==> src/rtl/muldiv_hilo_ctrl.sv <==
// HI/LO register file and launch/wait sequencer for external multiply and divide units.
// Optional macro DIV_ZERO_EXC_EN: trap divide-by-zero in IDLE instead of launching the divider.
module muldiv_hilo_ctrl #(
  parameter int TIMEOUT_CYCLES = 40
) (
  input  logic        clk,
  input  logic        reset,
  input  logic        start_mult_i,
  input  logic        start_div_i,
  input  logic [31:0] divisor_in_i,
  input  logic        mthi_i,
  input  logic        mtlo_i,
  input  logic [31:0] wdata_i,
  input  logic [31:0] mult_hi_i,
  input  logic [31:0] mult_lo_i,
  input  logic [31:0] div_hi_i,
  input  logic [31:0] div_lo_i,
  input  logic        mult_done_i,
  input  logic        div_done_i,
  output logic        mult_go_o,
  output logic        div_go_o,
  output logic [31:0] hi_o,
  output logic [31:0] lo_o,
  output logic        stall_o,
  output logic        op_done_o,
  output logic        timeout_o,
  output logic        div_zero_o
);

  typedef enum logic [1:0] {IDLE = 2'd0, MULT_WAIT = 2'd1, DIV_WAIT = 2'd2} state_t;

  localparam logic [5:0] TIMEOUT_LIMIT = 6'(TIMEOUT_CYCLES - 1);

  state_t      state_q;
  logic [5:0]  wait_cnt_q;
  logic [5:0]  wait_cnt_d;
  logic        limit_hit;
  logic [31:0] hi_q, lo_q;
  logic        mult_go_q, div_go_q, stall_q, op_done_q, timeout_q;
  logic        div_zero_req;

  // Wait counter increment and timeout limit detection
  always_comb begin
    wait_cnt_d = wait_cnt_q + 6'd1;
    limit_hit  = (wait_cnt_q == TIMEOUT_LIMIT);
  end

`ifdef DIV_ZERO_EXC_EN
  logic div_zero_q;
  assign div_zero_req = (divisor_in_i == 32'd0);
  assign div_zero_o   = div_zero_q;
`else
  logic unused_divisor;
  assign unused_divisor = ^divisor_in_i;
  assign div_zero_req   = 1'b0;
  assign div_zero_o     = 1'b0;
`endif

  // Sequencer: state, counter, HI/LO and all registered status outputs
  always_ff @(posedge clk) begin
    if (reset) begin
      state_q    <= IDLE;
      wait_cnt_q <= 6'd0;
      hi_q       <= 32'd0;
      lo_q       <= 32'd0;
      mult_go_q  <= 1'b0;
      div_go_q   <= 1'b0;
      stall_q    <= 1'b0;
      op_done_q  <= 1'b0;
      timeout_q  <= 1'b0;
`ifdef DIV_ZERO_EXC_EN
      div_zero_q <= 1'b0;
`endif
    end else begin
      op_done_q <= 1'b0;
      timeout_q <= 1'b0;
`ifdef DIV_ZERO_EXC_EN
      div_zero_q <= 1'b0;
`endif
      case (state_q)
        IDLE: begin
          wait_cnt_q <= 6'd0;
          if (mthi_i) hi_q <= wdata_i;
          if (mtlo_i) lo_q <= wdata_i;
          // Divide has priority; a trapped divide also swallows a concurrent multiply
          if (start_div_i) begin
            if (div_zero_req) begin
`ifdef DIV_ZERO_EXC_EN
              div_zero_q <= 1'b1;
`endif
            end else begin
              state_q  <= DIV_WAIT;
              div_go_q <= 1'b1;
              stall_q  <= 1'b1;
            end
          end else if (start_mult_i) begin
            state_q   <= MULT_WAIT;
            mult_go_q <= 1'b1;
            stall_q   <= 1'b1;
          end
        end
        MULT_WAIT: begin
          if (mult_done_i || limit_hit) begin
            if (mult_done_i) begin
              hi_q      <= mult_hi_i;
              lo_q      <= mult_lo_i;
              op_done_q <= 1'b1;
            end else begin
              timeout_q <= 1'b1;
            end
            state_q   <= IDLE;
            mult_go_q <= 1'b0;
            stall_q   <= 1'b0;
          end else begin
            wait_cnt_q <= wait_cnt_d;
          end
        end
        DIV_WAIT: begin
          if (div_done_i || limit_hit) begin
            if (div_done_i) begin
              hi_q      <= div_hi_i;
              lo_q      <= div_lo_i;
              op_done_q <= 1'b1;
            end else begin
              timeout_q <= 1'b1;
            end
            state_q  <= IDLE;
            div_go_q <= 1'b0;
            stall_q  <= 1'b0;
          end else begin
            wait_cnt_q <= wait_cnt_d;
          end
        end
        default: begin
          state_q    <= IDLE;
          wait_cnt_q <= 6'd0;
          mult_go_q  <= 1'b0;
          div_go_q   <= 1'b0;
          stall_q    <= 1'b0;
        end
      endcase
    end
  end

  assign mult_go_o = mult_go_q;
  assign div_go_o  = div_go_q;
  assign hi_o      = hi_q;
  assign lo_o      = lo_q;
  assign stall_o   = stall_q;
  assign op_done_o = op_done_q;
  assign timeout_o = timeout_q;

endmodule

==> config.mk <==
export PLATFORM = sky130hd
export DESIGN_NAME = muldiv_hilo_ctrl
export DESIGN_NICKNAME = d
export VERILOG_FILES = /design/src/rtl/muldiv_hilo_ctrl.sv
export SDC_FILE = /design/constraint.sdc
export NUM_CORES = 1
export LEC_CHECK = 0
export CAP_MARGIN = 20
export CORE_AREA = 4 4 96 144
export DETAILED_ROUTE_END_ITERATION = 12
export DIE_AREA = 0 0 100 148
export GPL_TIMING_DRIVEN = 0
export PLACE_DENSITY = 0.83
export SLEW_MARGIN = 5
export SYNTH_ARGS = -nofsm -noshare
export SYNTH_HDL_FRONTEND = slang
export SYNTH_SLANG_ARGS = --single-unit
==> constraint.sdc <==
create_clock -name clk -period 1.83 [get_ports clk]
set_input_delay 0.366 -clock clk [delete_from_list [all_inputs] [get_ports clk]]
set_output_delay 0.366 -clock clk [all_outputs]
set_load 0.02 [all_outputs]
After elaboration in Yosys (flattened, before gate mapping). Cells that the tools add are included.

Flip-flop bits (word level): 77. Bits of input ports: 200. Output and inout bits: 70. Word-level logic and storage cells: 76.

$add $sub $neg: 1. Equality and inequality tests: 15. Multiplexer cells: 39. Bitwise logic cells: 2. Reductions and logical operators: 10.

Operators by type and width (number): $mux 32 (10); $pmux 32 s3 (2); $ne 2x2->1 const B (11); $mux 1 (14); $mux 6 (2); $pmux 6 s2 (1); $reduce_and 6->1 (2); $pmux 1 s3 (3); $mux 2 (4); $add 6x1->6 const B (1); $eq 6x6->1 const B (1); $pmux 2 s3 (1); $reduce_and 3->1 (2); $pmux 1 s2 (2); $reduce_and 4->1 (1); $ne 3x3->1 const B (1); $reduce_bool 3->1 (1); $eq 2x1->1 const B (1); $eq 2x2->1 const B (1); $logic_not 2->1 (1); $logic_or 1x1->1 (2); $not 1->1 (2); $reduce_and 2->1 (1).

Longest topological paths before layout.
Word-level depth: 4. Depth in mapped cells: 9. Mapped depth without buffers: 6.

Least setup slack after synthesis. Ideal clock, no wire load.

Path kind: reg2reg. From: register state_q[0]. To: register hi_q[17] (netlist: hi_o[17]). Library setup time: 128 ps. Arrival time: 1850 ps. Required time: 1702 ps. Slack: -148 ps. Cell stages (with the launch flop): 9. Buffers on the path: 2. Clock period less this slack: 1978 ps. Cell sequence: dfxtp_1 > inv_1 > ha_1 > clkbuf_1 > nor2b_2 > a2111oi_4 > buf_6 > mux2i_1 > nor2_1.

Longest elaborated chain between the ends: 3. Elaborated cells between the ends (all ways): 11. Classes of those cells: eq/ne (7); mux (1); reduce/logical (3).

Ends and longest elaborated chain: from (decl) (RTL line 34) `state_t state_q;`; from (signal assigned) (RTL line 62) `state_q <= IDLE;`; from (signal assigned) (RTL line 92) `state_q <= DIV_WAIT;`; from (signal assigned) (RTL line 97) `state_q <= MULT_WAIT;`; $eq 2x2->1 (tied with other cells) (RTL line 80) `case (state_q)`; $ne 2x2->1 (no source line) / $reduce_bool 3->1 (equally long branches); $reduce_and 6->1 (no source line); to (signal assigned) (RTL line 83) `if (mthi_i) hi_q <= wdata_i;`; to (signal assigned) (RTL line 105) `hi_q <= mult_hi_i;`; to (signal assigned) (RTL line 121) `hi_q <= div_hi_i;`; to (decl) (RTL line 38) `logic [31:0] hi_q, lo_q;`.

Parallel ways exist; a longest one is shown, timed or not. A chain may end at the register's enable or synchronous reset.

Worst setup path in the final report.
From: register state_q[0]. To: register lo_q[15] (netlist: lo_o[15]).

Longest elaborated chain between the ends: 3. Elaborated cells between the ends (all ways): 11. Classes of those cells: eq/ne (7); mux (1); reduce/logical (3).

Ends and longest elaborated chain: $eq 2x2->1 (tied with other cells) (RTL line 80); $ne 2x2->1 (no source line) / $reduce_bool 3->1 (equally long branches); $reduce_and 6->1 (no source line); to (signal assigned) (RTL line 84) `if (mtlo_i) lo_q <= wdata_i;`; to (signal assigned) (RTL line 106) `lo_q <= mult_lo_i;`; to (signal assigned) (RTL line 122) `lo_q <= div_lo_i;`; to (decl) (RTL line 38).

Parallel ways exist; a longest one is shown, timed or not.

==> flow_metrics.py <==
metrics = {
    "status": {
        "status": "finished with violations",
        "violations": "negative setup slack",
    },
    "drt": {
        "drt-initial-drc-count": 153,
        "wl_um": 17500,
        "dr.pass1.iters": 4,
        "postRouteAntennaNets": 0,
        "vias": 4790,
        "drc_errors": 0,
        "viasPerCell": 5.27,
        "wl_per_cell_um": 19.2,
    },
    "setup_path": {
        "startpoint_type": "flip-flop",
        "cp.required_ns": 2.03,
        "rrSetupSlack_ns": -0.08,
        "end_kind": "flip-flop",
        "path_class": "reg2reg",
        "worstPathArrival_ns": 2.11,
        "cp_max_fo": 6,
    },
    "logic_synthesis": {
        "synth_nets": 684,
        "synth_commonest_cells": "nor2_1, dfxtp_1, a21oi_1, a22oi_1, mux2i_1",
        "yosysWarnings": 0,
        "synthMostInstantiatedCell": "nor2_1",
        "synthArstFlopShare": 0,
        "yosysTopAreaCell": "dfxtp_1",
        "ys_ff_latch": 77,
        "synth.distinct_cells": 41,
        "synth-edff-count": 0,
        "syn_inst": 479,
        "ys.flop_type": "dfxtp_1",
        "syn_area_sq_um": 4080,
        "syn_avg_cell_area_sq_um": 8.51,
        "yosys-top-cells-area": "dfxtp_1, mux2i_1, a22oi_1",
        "seq_area_frac_synth": 0.378,
        "synth_top_area_frac": 0.378,
    },
    "placement": {
        "place_congestion": 0.882,
        "pre_cts_slack_ns": -0.558,
        "post-place-cells": 870,
        "hpwlAfterDp_um": 13200,
        "io_buffers": 235,
    },
    "pwr": {
        "p_int_mw": 4.90,
        "power.density_nw_per_um2": 984,
        "p_switching_mw": 2.44,
        "ir_worst_vdd_mv": 0.581,
        "combPwrFrac": 0.448,
        "swShare": 0.333,
        "total_power_mw": 7.34,
        "pwr-share-seq": 0.286,
        "clock_power_share": 0.266,
        "leakagePower_nw": 3.00,
    },
    "layout": {
        "area_growth_pct": 83.1,
        "fillers": 1079,
        "nets": 953,
        "layoutNonFillerInstCount": 909,
        "antenna_cells": 0,
        "drive_above_1_share": 0.127,
    },
    "clocking": {
        "clkTransAtPathRegs_ns": 0.06,
        "cts_tree": "yes",
        "clk_latency_ns": 0.33,
        "cts_root_buffer": "clkbuf_16",
        "hold_buffers": 0,
        "htreeDepth": 3,
        "clock_path_buffers": 2,
        "cts-buffers-inserted": 9,
        "cts.sinks": 77,
    },
    "timing": {
        "max_slew.worst_pin.slew_ns": 0.688,
        "clock_skew_ns": 0.00317,
        "rsz0062_at_grt": "true",
        "setup_violations": 66,
        "period_share": 1.04,
        "maxSlewViolCount": 0,
        "maxSlewHeadroom": 0.541,
        "setup_slack_ns": -0.0754,
        "finalHoldViolCount": 0,
        "period_needed_ns": 1.91,
        "max_freq_ghz": 0.525,
    },
    "floorplanning": {
        "dieHeight_um": 148,
        "start_util": 0.327,
        "dieArea_sq_um": 14800,
        "core_sq_um": 12400,
        "pin_count": 270,
        "rows": 50,
        "die_w_um": 100,
    },
    "global_route": {
        "grt_use_total": 0.225,
        "grt_overflow_total": 0,
        "grt_max_degree": 13,
        "grt_first_pass_wirelength_um": 25800,
        "grt_pass1_vias": 4882,
        "antenna_found_initial": 0,
    },
    "worst_hold_path": {
        "hold_path.class": "in2reg",
    },
    "flow_run": {
        "maxCapViolCount": 0,
    },
}
-- routing by layer --
layer,track usage,share of wire,vias to the layer above
met5,0,0,-
met4,0.0897,0.032,0
met3,0.0604,0.082,35
met2,0.413,0.53,196
met1,0.240,0.36,2278
li1,-,-,2281
-- metrics by stage --
step / hold slack (ns) / util / area, sq um / TNS (ns)
2_1_floorplan: 0.467 / - / 4110 / -1.68
3_3_place_gp: 0.462 / 0.535 / 6660 / -34.09
3_5_place_dp: 0.467 / 0.535 / 6660 / -34.48
4_1_cts: 0.432 / 0.594 / 7400 / -0.903
5_1_grt: 0.471 / 0.599 / 7460 / -8.59
6_report: 0.444 / 0.599 / 7460 / -1.84
-- final cells by class --
| class | instances | area, sq um | share of cell area |
|---|---|---|---|
| Buffer | 39 | 293 | 0.0392 |
| Tap cell | 156 | 195 | 0.0262 |
| Clock inverter | 4 | 70.1 | 0.00939 |
| Timing Repair Buffer | 261 | 2680 | 0.359 |
| Sequential cell | 77 | 1550 | 0.208 |
| Inverter | 11 | 46.3 | 0.00620 |
| Multi-Input combinational cell | 349 | 2380 | 0.318 |
| Clock buffer | 12 | 256 | 0.0344 |
-- logic make-up (layout without fill, tap and decap cells) --
logic type	count (synthesis)	after routing	synth area share
other cells	1	1	0.000920
flops	77	77	0.378
mux	64	64	0.157
compound gates	157	157	0.263
simple gates	122	122	0.123
fa+ha+maj	5	5	0.0153
buf+inv	53	327	0.0629
-- cell usage in the layout (no fill, tap or decap), drive strengths merged, types with 2 or more instances in the layout --
cell	n
nor2b	2
a211o	2
a311oi	2
nand2	6
o21ai	6
ha	5
a22oi	66
a2111oi	3
nand3	5
inv	11
a32o	3
mux2i	64
nor3	3
clkinv	2
clkbuf	35
nor2	98
buf	42
dfxtp	77
and3	2
bufinv	2
clkdlybuf4s50	235
a21oi	66
-- worst paths after layout --
| path | from | endpoint | depth (start not counted) |
|---|---|---|---|
| worst min-delay path | reset | hi_o[27] | 2 |
| worst min register to register | stall_o | stall_o | 2 |
| worst max-delay path | state_q[0] | lo_o[15] | 9 |
| worst max register to register | state_q[0] | lo_o[15] | 9 |
-- flip-flops by register name (all words and copies together), names as in the netlist --
register / cells
hi_o: 32
mult_go_o: 1
div_go_o: 1
lo_o: 32
state_q: 2
stall_o: 1
op_done_o: 1
wait_cnt_q: 6
timeout_o: 1
-- critical path, stage by stage, from the launching register on --
cell       delay (ns)
dfxtp_4          0.37
inv_4            0.04
ha_4             0.16
nor2b_4          0.14
buf_6            0.13
a2111oi_4        0.29
buf_6            0.22
buf_8            0.15
mux2i_2          0.22
nor2_1           0.05
-- power groups by stage --
stage	sequential (mW)	combinational (mW)	clock, mW
global placement	2.11	2.86	0
finish	2.10	3.29	1.95
detailed placement	2.12	2.89	0
floorplan	2.43	1.26	0
CTS	2.09	3.25	1.98
global route	2.13	3.53	2.03
-- what timing repair did --
| item | CTS | global route |
|---|---|---|
| setup buffers | 17 | 6 |
| cloned | 4 | 1 |
| gates resized for setup | 57 | 28 |
| pin swaps | 4 | 5 |
| endpoints found under the setup margin | 69 | 70 |
No activity file was read; power rests on OpenSTA's default activity.
